`config.mk`:
```
export PLATFORM = sky130hd
export DESIGN_NAME = score_counter
export DESIGN_NICKNAME = d
export VERILOG_FILES = /design/src/rtl/pong_pkg.sv /design/src/rtl/bcd_score_digits.sv /design/src/rtl/score_counter.sv
export SDC_FILE = /design/constraint.sdc
export NUM_CORES = 1
export LEC_CHECK = 0
export ABC_AREA = 1
export BUFFER_PORTS_ARGS = -buffer_cell sky130_fd_sc_hd__buf_2
export CAP_MARGIN = 0
export CORE_MARGIN = 4
export CORE_UTILIZATION = 52
export CTS_CLUSTER_SIZE = 10
export DETAILED_ROUTE_END_ITERATION = 6
export PLACE_DENSITY = 0.81
export SYNTH_ARGS = -nofsm -noshare
export SYNTH_HDL_FRONTEND = slang
export SYNTH_SLANG_ARGS = --single-unit
export TNS_END_PERCENT = 5
```
`constraint.sdc`:
```
create_clock -name CLK_DRV -period 2.6 [get_ports CLK_DRV]
set_clock_uncertainty 0.15 [all_clocks]
set_input_delay 0.26 -clock CLK_DRV [delete_from_list [all_inputs] [get_ports CLK_DRV]]
set_output_delay 0.26 -clock CLK_DRV [all_outputs]
set_load 0.02 [all_outputs]
```
`src/rtl/pong_pkg.sv`:
```
// Shared types and constants for the pong score logic: BCD digit types,
// the default winning scores and a BCD-to-binary helper for the win compare.
package pong_pkg;

    typedef logic [3:0] bcd_t;

    typedef struct packed {
        bcd_t tens;
        bcd_t ones;
    } score_t;

    localparam bcd_t BCD_MAX          = 4'd9;
    localparam int   WIN_SCORE_LO_DEF = 11;
    localparam int   WIN_SCORE_HI_DEF = 15;

    // Binary value of a two-digit score, clamped to 31 so it fits the 5-bit compare.
    function automatic logic [4:0] score_to_bin(input score_t s);
        logic [6:0] v;
        v = (7'(s.tens) * 7'd10) + 7'(s.ones);
        return (v > 7'd31) ? 5'd31 : v[4:0];
    endfunction

endpackage

```
`src/rtl/bcd_score_digits.sv`:
```
// Two-digit BCD score counter for one player: clears on CLR, counts on INC
// and holds at 99 instead of wrapping.
module bcd_score_digits
    import pong_pkg::*;
(
    input  logic       CLK_DRV,
    input  logic       FPGA_RESET_N,
    input  logic       CLR,
    input  logic       INC,
    output logic [3:0] TENS,
    output logic [3:0] ONES
);

    bcd_t r_tens;
    bcd_t r_ones;

    always_ff @(posedge CLK_DRV or negedge FPGA_RESET_N) begin
        if (!FPGA_RESET_N) begin
            r_tens <= '0;
            r_ones <= '0;
        end else if (CLR) begin
            r_tens <= '0;
            r_ones <= '0;
        end else if (INC) begin
            if (r_ones != BCD_MAX) begin
                r_ones <= r_ones + 4'd1;
            end else if (r_tens != BCD_MAX) begin
                r_ones <= '0;
                r_tens <= r_tens + 4'd1;
            end
        end
    end

    assign TENS = r_tens;
    assign ONES = r_ones;

endmodule

```
`src/rtl/score_counter.sv`:
```
// Two-player score counter: synchronizes the asynchronous miss inputs, turns each
// miss into a single event, credits the opposite player and raises STOP_G on a win.
module score_counter
    import pong_pkg::*;
#(
    parameter int WIN_SCORE_LO = WIN_SCORE_LO_DEF,
    parameter int WIN_SCORE_HI = WIN_SCORE_HI_DEF,
    parameter int SYNC_STAGES  = 2
) (
    input  logic       CLK_DRV,
    input  logic       FPGA_RESET_N,
    input  logic       SRST,
    input  logic       MISS_N,
    input  logic       MISS_LEFT,
    input  logic       SCORE15,
    output logic [3:0] SCORE1_TENS,
    output logic [3:0] SCORE1_ONES,
    output logic [3:0] SCORE2_TENS,
    output logic [3:0] SCORE2_ONES,
    output logic       STOP_G
);

    logic [SYNC_STAGES-1:0] r_miss_n_sync;
    logic [SYNC_STAGES-1:0] r_miss_left_sync;
    logic                   r_miss_n_prev;
    logic                   r_miss_evt;
    logic                   r_miss_left;
    logic                   r_stop_g;

    logic       w_miss_n_s;
    logic       w_miss_left_s;
    logic       w_inc1;
    logic       w_inc2;
    logic [4:0] w_target;
    logic [4:0] w_bin1;
    logic [4:0] w_bin2;
    logic       w_win;

    assign w_miss_n_s    = r_miss_n_sync[SYNC_STAGES-1];
    assign w_miss_left_s = r_miss_left_sync[SYNC_STAGES-1];

    // Idle level is high everywhere so a reset never looks like a fresh miss.
    always_ff @(posedge CLK_DRV or negedge FPGA_RESET_N) begin
        if (!FPGA_RESET_N) begin
            r_miss_n_sync    <= '1;
            r_miss_left_sync <= '1;
            r_miss_n_prev    <= 1'b1;
            r_miss_evt       <= 1'b0;
            r_miss_left      <= 1'b1;
        end else begin
            r_miss_n_sync    <= {r_miss_n_sync[SYNC_STAGES-2:0], MISS_N};
            r_miss_left_sync <= {r_miss_left_sync[SYNC_STAGES-2:0], MISS_LEFT};
            r_miss_n_prev    <= w_miss_n_s;
            r_miss_evt       <= r_miss_n_prev & ~w_miss_n_s;
            r_miss_left      <= w_miss_left_s;
        end
    end

    // A ball leaving on the left is a point for player 2, on the right for player 1.
    assign w_inc1 = r_miss_evt & ~r_stop_g & ~r_miss_left;
    assign w_inc2 = r_miss_evt & ~r_stop_g &  r_miss_left;

    bcd_score_digits u_player1 (
        .CLK_DRV      (CLK_DRV),
        .FPGA_RESET_N (FPGA_RESET_N),
        .CLR          (SRST),
        .INC          (w_inc1),
        .TENS         (SCORE1_TENS),
        .ONES         (SCORE1_ONES)
    );

    bcd_score_digits u_player2 (
        .CLK_DRV      (CLK_DRV),
        .FPGA_RESET_N (FPGA_RESET_N),
        .CLR          (SRST),
        .INC          (w_inc2),
        .TENS         (SCORE2_TENS),
        .ONES         (SCORE2_ONES)
    );

    assign w_target = SCORE15 ? 5'(WIN_SCORE_HI) : 5'(WIN_SCORE_LO);
    assign w_bin1   = score_to_bin(score_t'{tens: SCORE1_TENS, ones: SCORE1_ONES});
    assign w_bin2   = score_to_bin(score_t'{tens: SCORE2_TENS, ones: SCORE2_ONES});
    assign w_win    = (w_bin1 >= w_target) || (w_bin2 >= w_target);

    // Powers up stopped so the machine sits in attract until a coin.
    always_ff @(posedge CLK_DRV or negedge FPGA_RESET_N) begin
        if (!FPGA_RESET_N) begin
            r_stop_g <= 1'b1;
        end else if (SRST) begin
            r_stop_g <= 1'b0;
        end else if (w_win) begin
            r_stop_g <= 1'b1;
        end
    end

    assign STOP_G = r_stop_g;

endmodule

```
==> impl_metrics.yaml, run 1 <==
status:
  outcome: "complete, but fails checks"
  violations: "negative setup slack"
routing:
  route.met2.wl_mm: 1.71
  drt-met1-wl_mm: 1.72
  totalWireLength_mm: 3.61
  drtIter0Drc: 83
  dr.pass1.iters: 4
  post_drt_wl_per_cell_um: 11.8
  highest_layer: "met4"
  postRouteAntennaNets: 0
  wl_met3_um: 114
  drc: 0
  vias_per_cell: 4.94
  via_count: 1513
synthesis:
  syn_inst: 214
  netlist_area_sq_mm: 0.00176
  yosys-top-cells-area: "dfrtp_1, ha_1, nand2_1"
  yosys-top-cells-count: "nand2_1, inv_1, nand3_1"
  ys_seq_area_share_pct: 34.5
  yosys.area.top_type: "dfrtp_1"
  syn_avg_cell_area_sq_um: 8.24
  synthDistinctLibCells: 31
  synth_async_sr_flop_share_pct: 100
  synth-main-ff-cell: "dfrtp_1"
  ys_warn_count: 0
  synth_edf_count: 0
  ys_ff_latch: 24
  yosysMostFrequentCell: "nand2_1"
  synthDominantCellAreaShare_pct: 24.1
  synth.net_count: 246
run:
  cap_violations: 0
clock_network:
  clock_sinks: 24
  htree_levels: 1
  cts.clk_slew.worst_paths_ps: 150
  cts-root-buf: "clkbuf_4"
  numCtsBuffers: 3
  clk_latency_ps: 330
  clock_path_buffers: 2
  cts_tree: "yes"
worst_setup_path:
  cp_data_arrival_time_ps: 3080
  cp.required_ps: 2740
  start_kind: "flip-flop"
  crit_start: "u_player2.TENS[3]"
  r2r_cells: 19
  r2r_slack_ps: -340
  cp-endpoint: "STOP_G"
  crit_path_max_fanout: 2
  path_class: "reg2reg"
  timing.rr.end: "STOP_G"
  cp-end-kind: "flip-flop"
  timing.rr.start: "u_player2.TENS[3]"
global_routing:
  globalRouteTotalUtil_pct: 18.8
  grt_pass1_vias: 1466
  overflow: 0
  grt_antenna_before_repair: 0
  grt_max_degree: 25
  grt_pass1_wl_mm: 6.38
pwr:
  p_leak_nw: 1.20
  powerDensity_mw_per_mm2: 485
  irDropWorstVdd_uv: 516
placement:
  dp_hpwl_mm: 2.78
  numPortBuffers: 22
  place.gp.congestion: 0.824
timing:
  fin_crit_ps: 2940
  slew_violations: 0
  rsz0062_at_grt: "yes"
  max_freq_mhz: 341
  finalCritPeriodShare_pct: 113
  max_slew_margin_pct: 63.7
  worst_pin_slew_ps: 544
  hold_violations: 0
  fin_tns_setup_ps: -336
  layout_setup_ws_ps: -336
  finalSetupViolCount: 1
layout:
  diodes: 0
  final_util_pct: 69.9
  fill_cells: 256
  drive_gt1_share_pct: 29.8
  area_delta_synth_final_pct: 25.0
  nNetsFinal: 295
floorplan:
  row_count: 20
  dieArea_sq_mm: 0.00439
  core_area_sq_mm: 0.00315
  die_width_um: 66.2
  die_y_um: 66.2
  ios: 23
  initial_core_util_pct: 56.0
hold_path:
  hold_path.class: "reg2reg"
-- per-layer routing --
layer	vias to the layer above	GRT usage, %
li1	787	-
met1	695	25.7
met2	24	30.6
met3	7	2.21
met4	0	6.09
met5	-	0
-- timing repair --
action,4_1_cts,5_1_grt
hold endpoints to repair,20,0
endpoints found under the setup margin,1,1
pin swaps,3,4
buffers inserted,0,2
gates cloned,0,0
hold buffers,4,0
gates resized for setup,3,2
-- cells by family after synthesis --
family                   synth area share [%]
buffers and inverters                    8.87
XOR/XNOR                                 2.48
adder cells (fa/ha/maj)                  20.1
AND/OR/NAND/NOR                          27.2
flip-flops                               34.5
AO/OA/AOI/OAI                            5.67
multiplexers                             1.13
-- layout by cell type, fill, tap and decap left out, drive strengths merged, types with 4 or more instances in the layout --
cell	instances
a21oi	7
buf	42
dfrtp	17
dfstp	7
dlygate4sd3	4
fa	4
ha	22
inv	36
nand2	55
nand3	25
nor2	13
o21ai	4
-- worst min-delay path by stage --
stage / from / to / slack [ps] / cells past startpoint
after CTS: r_miss_left_sync[1] / r_miss_left / 220 / 0
after global routing: r_miss_n_sync[0] / r_miss_n_sync[1] / 230 / 0
after global placement: FPGA_RESET_N / u_player1.ONES[3] / 120 / 1
after floorplan: FPGA_RESET_N / r_miss_evt / -190 / 0
after detailed placement: FPGA_RESET_N / u_player1.ONES[3] / 130 / 1
final: r_miss_left_sync[1] / r_miss_left / 210 / 0
-- sequential cells by signal, summed over array words and instances, names as in the netlist --
name and count:
r_miss_n_prev 1, u_player1.ONES 4, r_miss_left_sync 2, r_miss_evt 1, r_miss_n_sync 2, u_player2.ONES 4, STOP_G 1, u_player2.TENS 4
r_miss_left 1, u_player1.TENS 4
-- report_power, final --
part / switching, mW / total, mW / internal [mW]
clock: 0.122 / 0.278 / 0.156
combinational: 0.205 / 0.347 / 0.142
sequential: 0.0318 / 0.445 / 0.414
total: 0.359 / 1.07 / 0.712
-- area by class of cell --
cell class	instances	area, sq um	share of cell area, %
multi-input cells	152	1050	47.4
flip-flops and latches	24	613	27.8
repair buffers	46	300	13.6
inverters	36	138	6.24
well taps	44	55.1	2.50
clock inverters	1	30.0	1.36
clock buffers	3	22.5	1.02
-- per-stage QoR --
step | cells | power, mW | cell area, sq um | setup WS [ps] | hold WS [ps]
floorplan | 214 | 0.669 | 1800 | -273 | -186
global placement | 296 | 0.769 | 2080 | -283 | 123
detailed placement | 296 | 0.785 | 2080 | -346 | 128
CTS | 304 | 1.07 | 2180 | -273 | 219
global route | 306 | 1.14 | 2200 | -581 | 230
finish | 306 | 1.07 | 2200 | -336 | 214
-- critical path, cell delays in order, from the launching register on --
cell	delay, ps
dfrtp_2	450
ha_4	250
ha_4	150
fa_1	540
nand2_2	70
nor2_2	90
nand2_1	70
nand3_1	70
nand2_1	70
nor2_2	130
nand2_1	70
ha_1	270
nand3_1	90
nand2_1	50
nand3_1	70
nand3_1	70
nor2_1	90
nand3_1	70
nand2_1	60
inv_1	40
Power figures use the tool's default switching activity.
==> run 2: changes to the inputs <==
- PLACE_DENSITY: 0.81 -> not set
- PLACE_DENSITY_LB_ADDON: not set -> 0.08
- SKIP_LAST_GASP: not set -> 1
==> impl_metrics.yaml, run 2 (synthesis gave the netlist of run 1 again) <==
layout:
  layout_commonest_cell: "nand2_1"
  drive_gt1_share_pct: 29.5
  nNetsFinal: 294
  finalInstanceArea_sq_mm: 0.00219
  layout_common_cells: "nand2_1, inv_1, nand3_1, buf_2"
  finalNonFillerCells: 305
  multi_input_area_sq_mm: 0.00105
  fill_cells: 270
  diodes: 0
  area_delta_synth_final_pct: 23.9
  seq_area_sq_um: 613
floorplan:
  die_y_um: 66.2
  ios: 23
  initial_core_util_pct: 56.0
  dieArea_sq_mm: 0.00439
  die_width_um: 66.2
  row_count: 20
  core_area_sq_mm: 0.00315
timing:
  finalSetupViolCount: 1
  max_freq_mhz: 331
  max_slew_margin_pct: 65.1
  fin_crit_ps: 3020
  layout_setup_ws_ps: -418
  slew_violations: 0
  finalCritPeriodShare_pct: 116
  rsz0062_at_grt: "yes"
  worst_pin_slew_ps: 523
  hold_violations: 0
pwr:
  irDropWorstVdd_uv: 302
  p_leak_nw: 1.19
  powerDensity_mw_per_mm2: 458
placement:
  dp.cells: 295
  place.gp.congestion: 0.859
  pre_cts_ws_ps: -461
  postPlaceCellArea_sq_mm: 0.00207
  numPortBuffers: 22
  dp_hpwl_mm: 2.96
clock_network:
  numCtsBuffers: 3
  cts.clk_slew.worst_paths_ps: 130
  clock_sinks: 24
  cts_tree: "yes"
  clock_path_buffers: 2
  cts-root-buf: "clkbuf_4"
  htree_levels: 1
  clk_latency_ps: 320
worst_setup_path:
  crit_path_frequent_cell: "nand2_1"
  cpMaxStageDelayCell: "fa_1"
  crit_family: "adder cells"
  cp.required_ps: 2720
  cp_data_arrival_time_ps: 3140
  crit_path_max_fanout: 2
  path_class: "reg2reg"
  cp-end-kind: "flip-flop"
  path_buf_inv: 1
  crit_path_cell_trace: "ha_4 -> ha_4 -> fa_1 -> nand2_1 -> nor2_1 -> nand2_1 -> nand3_1 -> nand2_1 -> nor2_2 -> nand2_1 -> ha_1 -> nand3_1 -> nand2_1 -> nand3_2 -> nand3_2 -> nor2_2 -> nand3_1 -> nand2_1 -> inv_1"
  start_kind: "flip-flop"
  critPathMaxStageDelay_ps: 530
global_routing:
  overflow: 0
  grt_antenna_before_repair: 0
  grt_pass1_vias: 1560
  globalRouteTotalUtil_pct: 19.1
  grt_pass1_wl_mm: 6.46
  grt_max_degree: 25
routing:
  post_drt_wl_per_cell_um: 12.2
  drc: 0
  totalWireLength_mm: 3.73
  via_count: 1523
  vias_per_cell: 4.99
  dr.pass1.iters: 4
  drtIter0Drc: 43
  postRouteAntennaNets: 0
status:
  outcome: "complete, but fails checks"
  violations: "negative setup slack"
run:
  cap_violations: 0
hold_path:
  hold_path.class: "reg2reg"
run 2: final cells by class:
type,count,share of cell area (%)
inverter,36,6.30
multi-input combinational,152,48.1
clock buffer,4,1.66
sequential,24,28.0
timing repair buffer,45,13.4
tap,44,2.52
run 2: worst paths after layout:
path                                           to              start  depth (start not counted)  slack [ps]
worst max-delay path                       STOP_G  u_player2.TENS[3]                         19        -420
worst min-delay path             r_miss_n_sync[1]   r_miss_n_sync[0]                          0         220
worst max register to register             STOP_G  u_player2.TENS[3]                         19        -420
worst min register to register   r_miss_n_sync[1]   r_miss_n_sync[0]                          0         220
max in group asynchronous       u_player2.TENS[3]       FPGA_RESET_N                          2        1640
min in group asynchronous       u_player1.ONES[2]       FPGA_RESET_N                          2         280
run 2: metrics by stage:
stage	TNS [ps]	utilization (%)	power, mW	hold WS (ps)
detailed placement	-461	65.6	0.789	116
CTS	-354	68.4	0.995	217
finish	-418	69.3	1.00	216
global route	-619	69.3	1.08	224
global placement	-315	65.6	0.769	108
floorplan	-273	-	0.669	-186
run 2: routing by layer:
layer,wire length (um),vias up,track usage [%]
met5,0,-,0
met4,80,0,8.12
met2,1850,20,34.6
met3,69,9,2.21
li1,-,783,-
met1,1740,711,22.5
run 2: what timing repair did:
action / in CTS / in global routing
pin swaps: 4 / 12
hold buffers: 4 / 0
setup buffers: 1 / 1
endpoints found under the setup margin: 1 / 1
hold endpoints to repair: 20 / 0
gates resized for setup: 1 / 4
run 2: report_power, final:
| group | leakage [nW] | internal (mW) | switching (mW) |
|---|---|---|---|
| registers | 0.300 | 0.414 | 0.0319 |
| clock network | 0.0210 | 0.0857 | 0.114 |
| logic | 0.871 | 0.145 | 0.210 |
| total | 1.19 | 0.645 | 0.356 |
==> run 3: changes to the inputs <==
- ABC_AREA: 1 -> not set
- CORE_UTILIZATION: 52 -> 55
- PLACE_DENSITY: not set -> 0.78
- PLACE_DENSITY_LB_ADDON: 0.08 -> not set
- clock period: 2.6 -> 3.3 ns (I/O delays scaled with it)
==> impl_metrics.yaml, run 3 <==
floorplan:
  initial_core_util_pct: 57.9
  die_width_um: 61.9
  ios: 23
  core_area_sq_mm: 0.00276
  dieArea_sq_mm: 0.00383
  die_y_um: 61.9
  row_count: 19
hold_path:
  hold_path.class: "reg2reg"
  whs_path_depth: 0
  hold_start: "r_miss_left_sync[1]"
synthesis:
  netlist_area_sq_mm: 0.00160
  yosys-top-cells-area: "dfrtp_1, ha_1, dfstp_2"
  synth-main-ff-cell: "dfrtp_1"
  ys_seq_area_share_pct: 38.1
  syn_avg_cell_area_sq_um: 10.4
  synthDominantCellAreaShare_pct: 26.6
  synthDistinctLibCells: 39
  yosys.area.top_type: "dfrtp_1"
  syn_inst: 154
  ys_warn_count: 0
  yosys-top-cells-count: "ha_1, nor2_1, dfrtp_1"
  yosysMostFrequentCell: "ha_1"
  ys_ff_latch: 24
  synth_edf_count: 0
  synth_async_sr_flop_share_pct: 100
  synth.net_count: 186
timing:
  finalSetupViolCount: 0
  max_freq_mhz: 324
  worst_pin_slew_ps: 537
  max_slew_margin_pct: 64.2
  slew_violations: 0
  fin_tns_setup_ps: 0
  fin_crit_ps: 3090
  rsz0062_at_grt: "no"
  hold_violations: 0
  finalCritPeriodShare_pct: 93.6
global_routing:
  overflow: 0
  grt_pass1_wl_mm: 5.00
  grt_max_degree: 25
  globalRouteTotalUtil_pct: 17.3
  grt_antenna_before_repair: 0
  grt_pass1_vias: 1141
routing:
  drc: 0
  vias_per_cell: 5.64
  post_drt_wl_per_cell_um: 13.8
  drtIter0Drc: 50
  via_count: 1218
  postRouteAntennaNets: 0
  totalWireLength_mm: 2.97
  dr.pass1.iters: 4
worst_setup_path:
  cp.required_ps: 3390
  crit_path_max_fanout: 5
  path_class: "reg2reg"
  r2r_cells: 12
  cp-end-kind: "flip-flop"
  start_kind: "flip-flop"
  crit_start: "u_player1.TENS[3]"
  timing.rr.start: "u_player1.TENS[3]"
  cp_data_arrival_time_ps: 3180
layout:
  layout_common_cells: "ha_1, buf_2, nor2_1"
  nNetsFinal: 218
  area_delta_synth_final_pct: 14.7
  drive_gt1_share_pct: 24.3
  diodes: 0
  final_util_pct: 66.5
clock_network:
  htree_levels: 1
  clock_path_buffers: 2
  numCtsBuffers: 3
  cts-root-buf: "clkbuf_4"
  clk_latency_ps: 310
  cts.clk_slew.worst_paths_ps: 130
  cts_tree: "yes"
  clock_sinks: 24
  cts_setup_buffers: 0
run:
  cap_violations: 0
status:
  outcome: "complete, no violations"
pwr:
  p_leak_nw: 0.969
  powerDensity_mw_per_mm2: 328
  fin_total_pwr_uw: 602
  irDropWorstVdd_uv: 276
placement:
  dp_hpwl_mm: 2.23
  numPortBuffers: 22
  place.gp.congestion: 0.779
run 3: cell types whose count changed in the layout (fill, tap and decap cells not counted), moves of 4 or more:
cell     previous run  this run
a21oi_1             7        11
buf_4              19         4
inv_1              31         6
inv_2               4         0
nand2_1            51        11
nand3_1            22         3
nor2_1             10        18
o21ai_0             2         7
xor2_1              3         7
run 3: cell families after synthesis:
| logic type | after synthesis | synth area share [%] |
|---|---|---|
| adders and majority gates | 26 | 22.2 |
| and+or+nand+nor | 52 | 17.9 |
| AOI/OAI and AO/OA | 33 | 13.5 |
| buffers and inverters | 8 | 1.88 |
| xor gates and xnor gates | 10 | 5.48 |
| muxes | 1 | 0.939 |
| DFF | 24 | 38.1 |
run 3: final timing paths:
check                      slack [ps]                 to
min reg2reg                       220        r_miss_left
min                               220        r_miss_left
max reg2reg                       210             STOP_G
max in group asynchronous        2250  u_player1.TENS[3]
min in group asynchronous         370  u_player1.ONES[1]
max                               210             STOP_G
run 3: layer usage:
layer | routed length (um) | vias to the layer above | global-route usage [%] | share of wire, %
met5 | 0 | - | 0 | 0
met4 | 19 | 0 | 5.45 | 0.64
met3 | 173 | 2 | 1.86 | 5.8
met2 | 1420 | 27 | 28.0 | 48
met1 | 1360 | 580 | 24.5 | 46
li1 | - | 609 | - | -
run 3: worst max-delay path: stages (launching register included):
cell and delay (ps):
dfrtp_2 470, ha_1 290, ha_1 210, fa_1 500, and3_1 170, a21oi_1 80
o22ai_2 210, nand2b_1 90, ha_1 270, a31oi_1 180, o32ai_1 110, nor4_1 170
a31oi_1 110
run 3: cell type report:
class                   instances  area [sq um]
multi-input cells             122           965
fillers                       231           925
flip-flops and latches         24           611
repair buffers                 29           170
well taps                      31          38.8
clock buffers                   4          26.3
inverters                       6          22.5
run 3: through the flow:
step	cell area [sq um]	setup slack (ps)	cells	hold slack (ps)
finish	1830	211	216	215
global route	1830	2.04	216	224
CTS	1830	89.0	216	216
detailed placement	1770	108	209	194
global placement	1770	166	209	186
floorplan	1600	179	154	-116
run 3: timing repair:
| item | 4_1_cts | 5_1_grt |
|---|---|---|
| setup endpoints to repair | 0 | 1 |
| gates resized for setup | 0 | 2 |
| hold buffers | 3 | 0 |
| endpoints found under the hold margin | 19 | 0 |
run 3: report_power, final:
group / internal [mW] / switching, mW
sequential: 0.316 / 0.0218
clock: 0.0472 / 0.0854
combinational: 0.0562 / 0.0755
total: 0.419 / 0.183
